--- config.mk ---
export PLATFORM = sky130hd
export DESIGN_NAME = seg_scan_ctrl_flat
export DESIGN_NICKNAME = d
export VERILOG_FILES = /design/src/rtl/seg_scan_ctrl_pkg.sv /design/src/rtl/seg_scan_ctrl_if.sv /design/src/rtl/seg_slot_timer.sv /design/src/rtl/seg_scan_ctrl.sv /design/src/flat_wrapper.sv
export SDC_FILE = /design/constraint.sdc
export NUM_CORES = 1
export LEC_CHECK = 0
export BUFFER_PORTS_ARGS = -buffer_cell sky130_fd_sc_hd__buf_2
export CAP_MARGIN = 40
export CORE_AREA = 2 2 86 72
export DETAILED_ROUTE_END_ITERATION = 7
export DIE_AREA = 0 0 88 74
export PLACE_DENSITY = 0.55
export SKIP_LAST_GASP = 1
export SLEW_MARGIN = 10
export SYNTH_ARGS = -nofsm -noshare
export SYNTH_HDL_FRONTEND = slang
export SYNTH_SLANG_ARGS = --single-unit
--- constraint.sdc ---
create_clock -name clock -period 2.3 [get_ports clock]
set_input_delay 0.345 -clock clock [delete_from_list [all_inputs] [get_ports clock]]
set_output_delay 0.345 -clock clock [all_outputs]
set_load 0.05 [all_outputs]
--- src/rtl/seg_scan_ctrl_pkg.sv ---
// Shared definitions for the seven-segment scan controller.
package seg_pkg;

    // Width of one digit code; codes are passed through untouched.
    localparam int CODE_W = 3;

    // Code sent to the decoder whenever nothing should be displayed.
    localparam logic [CODE_W-1:0] SEG_BLANK_CODE = 3'd7;

    // Scan FSM states: BLANK keeps every digit off, SHOW lights one digit.
    typedef enum logic {
        ST_BLANK,
        ST_SHOW
    } seg_state_e;

    // Larger of two integers, used to size the slot timer.
    function automatic int max_int(input int a, input int b);
        return (a > b) ? a : b;
    endfunction

endpackage

--- src/rtl/seg_scan_ctrl_if.sv ---
// Bundle of the value-side inputs and display-side outputs of the scanner.
// No handshake: load is a one-cycle strobe, digit_en is sampled live, and all
// display outputs are registered inside the controller.
interface seg_scan_ctrl_if import seg_pkg::*; #(
    parameter int NUM_DIGITS = 4
);

    logic                           load;
    logic [CODE_W*NUM_DIGITS-1:0]   digits_in;
    logic [NUM_DIGITS-1:0]          digit_en;
    logic [CODE_W-1:0]              bcd;
    logic [NUM_DIGITS-1:0]          anode_n;
    logic                           frame_done;
    logic                           pending;

    // Producer side: supplies digit data and enables, observes the display.
    modport master (
        output load, digits_in, digit_en,
        input  bcd, anode_n, frame_done, pending
    );

    // Scan controller side.
    modport slave (
        input  load, digits_in, digit_en,
        output bcd, anode_n, frame_done, pending
    );

endinterface

--- src/rtl/seg_slot_timer.sv ---
// Loadable down-counter that times each BLANK/SHOW slot; zero marks the
// last cycle of the current slot.
module seg_slot_timer #(
    parameter int W       = 4,
    parameter int RST_VAL = 0
) (
    input  logic         clock,
    input  logic         resetn,
    input  logic         load,
    input  logic [W-1:0] load_val,
    output logic         zero
);

    logic [W-1:0] cnt_q;
    logic [W-1:0] cnt_d;

    // Reload on request, otherwise count down and park at zero.
    always_comb begin
        cnt_d = cnt_q;
        if (load) begin
            cnt_d = load_val;
        end else if (cnt_q != '0) begin
            cnt_d = cnt_q - W'(1);
        end
    end

    // Counter register.
    always_ff @(posedge clock or negedge resetn) begin
        if (!resetn) begin
            cnt_q <= W'(RST_VAL);
        end else begin
            cnt_q <= cnt_d;
        end
    end

    assign zero = (cnt_q == '0);

endmodule

--- src/rtl/seg_scan_ctrl.sv ---
// Round-robin seven-segment scanner with blanking gaps between digits and a
// double-buffered digit store that commits at frame end.
module seg_scan_ctrl import seg_pkg::*; #(
    parameter int NUM_DIGITS   = 4,
    parameter int PRESCALE     = 1000,
    parameter int BLANK_CYCLES = 8
) (
    input  logic             clock,
    input  logic             resetn,
    seg_scan_ctrl_if.slave   bus,
    output seg_state_e       dbg_state
);

    localparam int IDX_W = $clog2(NUM_DIGITS);
    localparam int CNT_W = $clog2(max_int(PRESCALE, BLANK_CYCLES));
    localparam logic [IDX_W-1:0] LAST_IDX = IDX_W'(NUM_DIGITS - 1);

    seg_state_e                           state_q, state_d;
    logic [IDX_W-1:0]                     idx_q, idx_d;
    logic [CODE_W-1:0]                    bcd_q, bcd_d;
    logic [NUM_DIGITS-1:0]                anode_n_q, anode_n_d;
    logic                                 frame_done_q, frame_done_d;
    logic                                 pending_q, pending_d;
    logic [NUM_DIGITS-1:0][CODE_W-1:0]    active_q, active_d;
    logic [NUM_DIGITS-1:0][CODE_W-1:0]    shadow_q, shadow_d;

    logic             tmr_load;
    logic [CNT_W-1:0] tmr_val;
    logic             tmr_zero;
    logic             enter_blank;
    logic             commit;

    seg_slot_timer #(
        .W       (CNT_W),
        .RST_VAL (BLANK_CYCLES - 1)
    ) u_timer (
        .clock    (clock),
        .resetn   (resetn),
        .load     (tmr_load),
        .load_val (tmr_val),
        .zero     (tmr_zero)
    );

    // Next-state, slot index, buffer commit and registered display outputs.
    always_comb begin
        state_d      = state_q;
        idx_d        = idx_q;
        bcd_d        = bcd_q;
        anode_n_d    = anode_n_q;
        frame_done_d = 1'b0;
        tmr_load     = 1'b0;
        tmr_val      = CNT_W'(BLANK_CYCLES - 1);
        enter_blank  = 1'b0;
        commit       = 1'b0;

        case (state_q)
            ST_BLANK: begin
                anode_n_d = '1;
                if (tmr_zero) begin
                    state_d   = ST_SHOW;
                    tmr_load  = 1'b1;
                    tmr_val   = CNT_W'(PRESCALE - 1);
                    anode_n_d = bus.digit_en[idx_q] ? ~(NUM_DIGITS'(1) << idx_q) : '1;
                end
            end
            ST_SHOW: begin
                // A dropped enable releases the anode; a rising one waits
                // for the digit's next slot.
                anode_n_d = bus.digit_en[idx_q] ? anode_n_q : '1;
                if (tmr_zero) begin
                    state_d     = ST_BLANK;
                    tmr_load    = 1'b1;
                    anode_n_d   = '1;
                    enter_blank = 1'b1;
                    if (idx_q == LAST_IDX) begin
                        idx_d        = '0;
                        commit       = 1'b1;
                        frame_done_d = 1'b1;
                    end else begin
                        idx_d = idx_q + IDX_W'(1);
                    end
                end
            end
            default: begin
                state_d = ST_BLANK;
            end
        endcase

        // A load on the commit cycle flows straight through to active.
        shadow_d  = bus.load ? bus.digits_in : shadow_q;
        active_d  = commit ? shadow_d : active_q;
        pending_d = commit ? 1'b0 : (bus.load ? 1'b1 : pending_q);

        // The code is chosen once per slot so it is stable while lit.
        if (enter_blank) begin
            bcd_d = bus.digit_en[idx_d] ? active_d[idx_d] : SEG_BLANK_CODE;
        end
    end

    // State, index, buffers and output registers.
    always_ff @(posedge clock or negedge resetn) begin
        if (!resetn) begin
            state_q      <= ST_BLANK;
            idx_q        <= '0;
            bcd_q        <= SEG_BLANK_CODE;
            anode_n_q    <= '1;
            frame_done_q <= 1'b0;
            pending_q    <= 1'b0;
            active_q     <= {NUM_DIGITS{SEG_BLANK_CODE}};
            shadow_q     <= {NUM_DIGITS{SEG_BLANK_CODE}};
        end else begin
            state_q      <= state_d;
            idx_q        <= idx_d;
            bcd_q        <= bcd_d;
            anode_n_q    <= anode_n_d;
            frame_done_q <= frame_done_d;
            pending_q    <= pending_d;
            active_q     <= active_d;
            shadow_q     <= shadow_d;
        end
    end

    assign bus.bcd        = bcd_q;
    assign bus.anode_n    = anode_n_q;
    assign bus.frame_done = frame_done_q;
    assign bus.pending    = pending_q;
    assign dbg_state      = state_q;

endmodule
--- src/flat_wrapper.sv ---
// flat-port wrapper written by rule: the top's interface ports become plain ports
module seg_scan_ctrl_flat import seg_pkg::*;
#(
    parameter int NUM_DIGITS   = 4,
    parameter int PRESCALE     = 1000,
    parameter int BLANK_CYCLES = 8
)
  (clock, resetn, dbg_state, bus_load, bus_digits_in, bus_digit_en, bus_bcd, bus_anode_n, bus_frame_done, bus_pending);
  seg_scan_ctrl_if #(.NUM_DIGITS(NUM_DIGITS)) bus_i ();
  input  logic clock;
  input  logic resetn;
  output seg_state_e dbg_state;
  input wire logic [$bits(bus_i.load)-1:0] bus_load;
  input wire logic [$bits(bus_i.digits_in)-1:0] bus_digits_in;
  input wire logic [$bits(bus_i.digit_en)-1:0] bus_digit_en;
  output wire logic [$bits(bus_i.bcd)-1:0] bus_bcd;
  output wire logic [$bits(bus_i.anode_n)-1:0] bus_anode_n;
  output wire logic [$bits(bus_i.frame_done)-1:0] bus_frame_done;
  output wire logic [$bits(bus_i.pending)-1:0] bus_pending;
  assign bus_i.load = bus_load;
  assign bus_i.digits_in = bus_digits_in;
  assign bus_i.digit_en = bus_digit_en;
  assign bus_bcd = bus_i.bcd;
  assign bus_anode_n = bus_i.anode_n;
  assign bus_frame_done = bus_i.frame_done;
  assign bus_pending = bus_i.pending;
  seg_scan_ctrl #(.NUM_DIGITS(NUM_DIGITS), .PRESCALE(PRESCALE), .BLANK_CYCLES(BLANK_CYCLES)) u_core (.clock(clock), .resetn(resetn), .bus(bus_i), .dbg_state(dbg_state));
endmodule
== Word level (Yosys, flattened, before mapping) ==
Index checks and enable logic that the tools add are counted.
Storage, ports and cells
  register bits after elaboration: 46
  output and inout port bits: 10
  logic and storage cells: 58
Cells by class
  add/sub/neg operators: 2
  order comparisons: 2
  equality and inequality tests: 2
  shift operators: 1
  muxes and demuxes: 30
  bitwise operators: 2
  reductions and logical operators: 4
Operator list (number)
  $mux W10: 4
  $mux W12: 2
  $mux W4: 4
  $logic_not A10 Y1: 1
  $mux W1: 10
  $reduce_bool A10 Y1: 1
  $sub A10 B1 Y10 const B: 1
  $pmux W4 S2: 1
  $bmux W3 S2: 1
  $lt A2 B3 Y1 const B: 2
  $mux W2: 3
  $mux W3: 2
  $bmux W1 S2: 2
  $not A4 Y4: 1
  $reduce_bool A2 Y1: 2
  $shl A1 B2 Y4 const A: 1
  $ne A3 B3 Y1 const B: 1
  $add A2 B1 Y2 const B: 1
  $eq A2 B2 Y1 const B: 1
  $pmux W1 S2: 1
  $not A1 Y1: 1

== Logic depth before layout (Yosys ltp) ==
  word-level depth: 8
  depth in mapped cells: 9

== Hierarchy ==
From an unflattened synthesis, not the netlist that was laid out.
Unflattened totals
  cell total of the unflattened synthesis: 219
  area total of the unflattened synthesis: 2319.7 um2
Modules (own cells, without submodules)
  seg_scan_ctrl: instances 1, cells an instance 152, area each 1721.7 um2, sequential area each 939.7 um2
  seg_slot_timer: instances 1, cells an instance 67, area each 598.1 um2, sequential area each 254.0 um2

== Least setup slack after synthesis ==
OpenSTA, ideal clock, no wires.
  path type: flip-flop to flip-flop
  start: reg u_core.u_timer.cnt_q[3]
  end: reg u_core.u_timer.cnt_q[9]
  data arrival time: 1.987 ns
  slack: 0.221 ns
  stages on the path, launching flop included: 6
  buffers on the path: 0
  clock period less this slack: 2.079 ns
  cell sequence: dfrtp_1 or4_4 or4_4 or2_4 mux2_4 o31ai_2
On the way
  cells in the longest elaborated chain, start to end: 4
Ends and longest elaborated chain
  from (decl): RTL line seg_slot_timer.sv:14  | logic [W-1:0] cnt_q;
  from (signal assigned): RTL line seg_slot_timer.sv:30  | cnt_q <= W'(RST_VAL);
  from (signal assigned): RTL line seg_slot_timer.sv:32  | cnt_q <= cnt_d;
  parallel branches: the longest is 3 deep, another holds $sub A10 B1 Y10
  $mux W10 *: RTL line seg_slot_timer.sv:20  | if (load) begin
  via u_core.u_timer.cnt_d[9]: RTL line seg_slot_timer.sv:15  | logic [W-1:0] cnt_d;
Mark *: on every way through the listed nets, which the timed path passes. The select of a mux whose other input is x is not followed.
A chain may end at the register's enable or synchronous reset.

== Final worst setup path ==
Ends and elaborated chain as after synthesis.

==> flow_summary.yaml <==
timing:
  period_needed_ns: 2.15
  fmax_mhz: 466
  max_slew_margin: 0.670
  tns_ns: 0
  finalSetupViolCount: 0
  rsz0062_at_grt: "no"
  final-hold-violation-count: 0
  slew_violations: 0
  skew_ns: 0.00794
  fin_crit_sh: 0.934
  worst_slew_pin_slew_ns: 0.495
finish:
  layout.nets: 252
  drive_above_1_share: 0.472
  diodes: 0
  area_delta_synth_final_pct: 18.2
  nFillCells: 541
  multiInputGateArea_sq_um: 953
  seqCellArea_sq_mm: 0.00119
floorplan:
  fp.dieH_um: 74
  core_sq_mm: 0.00566
  ios: 29
  start_util: 0.388
  fp-row-count: 25
  die_w_um: 88
  fp.dieArea_sq_mm: 0.00651
synth:
  avgSynthCellArea_sq_um: 11.7
  synth_common_cells: "dfstp_2 (34), nor2_1 (21), mux2_2 (16)"
  yosysTopAreaCell: "dfstp_2"
  ys_warn_count: 0
  synth.distinct_cells: 40
  ys_ff_latch: 46
  synth_top_area_frac: 0.407
  synth-edff-count: 0
  synth_nets: 212
  ys_seq_area_frac: 0.544
  synth_ff_type: "dfstp_2"
  syn_area_sq_mm: 0.00220
  synthTopCellsByArea: "dfstp_2 (41%), dfrtp_1 (14%), mux2_2 (8.2%), mux2i_1 (4.1%), nor2_1 (3.6%)"
  ys_async_sr_fraction: 1.00
  yosysMostFrequentCell: "dfstp_2"
  synthCells: 188
detailed_routing:
  drc: 0
  drt-total-wl_um: 4530
  first_iter_violations: 78
  via_count: 1511
  routed_via_density: 4.87
  dr.pass1.iters: 4
  wl_per_cell_um: 14.6
  drtAntennaViolNets: 0
place:
  dp_hpwl_um: 3410
  place_congestion: 0.768
  io_buffers: 28
setup_path:
  required_ns: 2.51
  crit_fanout: 3
  cp.arrival_ns: 2.36
  start_kind: "register"
  end_kind: "register"
  path_class: "register to register"
cts:
  numClockSinks: 46
  ctsHtreeMaxLevel: 2
  root_buffer: "clkbuf_8"
  clock_latency_ns: 0.30
  cts_buffers: 5
  ctsHoldBuffers: 0
  cts.clk_slew.worst_paths_ns: 0.08
  cts_tree: "done"
  clockBufferDepth: 2
grt:
  grt_pass1_vias: 1466
  antenna_found_initial: 0
  groute.usage.overall: 0.155
  overflow: 0
  grt_max_degree: 27
  grt_pass1_wl_um: 7620
pwr:
  ir_drop_uv: 253
  p_leak_nw: 1.05
  p_total_w: 0.00145
  powerDensity_mw_per_mm2: 558
hold_path:
  hold_path_class: "input port to async pin"
job:
  max_cap_viol_count: 0
run_status:
  status: "complete, no violations"
==> layer usage <==
layer,global-route usage,wire [um],part of all wire
met4,0.0513,48,0.011
met3,0.0377,185,0.041
met5,0,0,0
met2,0.217,1920,0.42
met1,0.236,2370,0.52
==> worst paths after layout <==
kind | startpoint | endpoint | slack (ns) | cells past startpoint
setup / recovery | u_core.u_timer.cnt_q[3]$_DFF_PN0_ | u_core.u_timer.cnt_q[9]$_DFF_PN0_ | 0.15 | 5
hold / removal | resetn | u_core.dbg_state$_DFF_PN0_ | 0.005 | 1
setup reg to reg | u_core.u_timer.cnt_q[3]$_DFF_PN0_ | u_core.u_timer.cnt_q[9]$_DFF_PN0_ | 0.15 | 5
hold reg to reg | u_core.active_q[2]$_DFF_PN1_ | u_core.active_q[2]$_DFF_PN1_ | 0.47 | 2
max in group asynchronous | resetn | u_core.bus.bcd[1]$_DFFE_PN1P_ | 1.72 | 2
min in group clock | bus_digits_in[11] | u_core.shadow_q[11]$_DFF_PN1_ | 0.30 | 2
==> repair_timing <==
action	CTS	global route
resized for setup	0	1
setup buffers	0	0
setup endpoints to repair	0	3
==> state kept, by name, indices dropped and copies added, names as in the netlist <==
register / count
u_core.bus.frame_done: 1
u_core.active_q: 12
u_core.shadow_q: 12
u_core.u_timer.cnt_q: 10
u_core.dbg_state: 1
u_core.bus.pending: 1
u_core.bus.anode_n: 4
u_core.bus.bcd: 3
u_core.idx_q: 2
==> metrics by stage <==
stage | std cells | setup slack (ns) | hold WS, ns | area, sq um | util
5_1_grt | 310 | 0.00140 | 0.0300 | 2600 | 0.459
3_5_place_dp | 302 | 0.114 | 0.346 | 2510 | 0.444
3_3_place_gp | 302 | 0.195 | 0.346 | 2510 | 0.444
6_report | 310 | 0.153 | 0.00515 | 2600 | 0.459
2_1_floorplan | 188 | 0.221 | 0.0494 | 2200 | -
4_1_cts | 310 | 0.0812 | 0.0182 | 2590 | 0.458
==> cells in the final DEF (no fill, tap or decap), types with 2 or more instances in the layout <==
master	count
a211oi_1	3
a31oi_1	3
a41oi_1	2
buf_2	28
buf_4	11
clkbuf_8	5
clkinv_2	2
dfrtp_1	12
dfstp_2	34
ha_1	5
inv_1	5
mux2_2	16
mux2_4	2
mux2i_1	9
nand2_1	15
nand3_1	5
nor2_1	21
nor3_1	3
nor3b_1	9
o2111ai_1	2
o21ai_0	3
o21ai_1	8
or3_1	2
or4_4	2
xnor2_1	3
xor2_1	2
==> cell families (layout without fill, tap and decap cells) <==
kind of cell	Yosys count	after routing	share of synthesized area
flip-flops	46	46	0.544
adder cells (fa/ha/maj)	5	5	0.0285
AND/OR/NAND/NOR	65	65	0.160
multiplexers	28	28	0.147
AO/OA/AOI/OAI	26	26	0.0786
buffers and inverters	13	54	0.0228
XOR/XNOR	5	5	0.0199
==> area by class of cell <==
type | instances | area share
sequential | 46 | 0.460
multi-input combinational | 129 | 0.367
timing repair buffer | 40 | 0.0935
tap | 81 | 0.0390
clock buffer | 6 | 0.0280
inverter | 6 | 0.00867
clock inverter | 2 | 0.00386
==> where the power goes <==
| part | switching [W] | internal (W) | leakage [nW] | total, W |
|---|---|---|---|---|
| clock network | 0.000273 | 0.000211 | 0.0450 | 0.000485 |
| registers | 0.00000799 | 0.000859 | 0.487 | 0.000867 |
| logic | 0.0000529 | 0.0000448 | 0.522 | 0.0000977 |
==> critical path: stages, from the launching register on <==
cell     delay (ns)
dfrtp_1        0.41
or4_4          0.55
or4_4          0.43
or2_4          0.25
mux2_4         0.26
o31ai_2        0.17
Note: power is estimated with default switching activity, not from simulation.
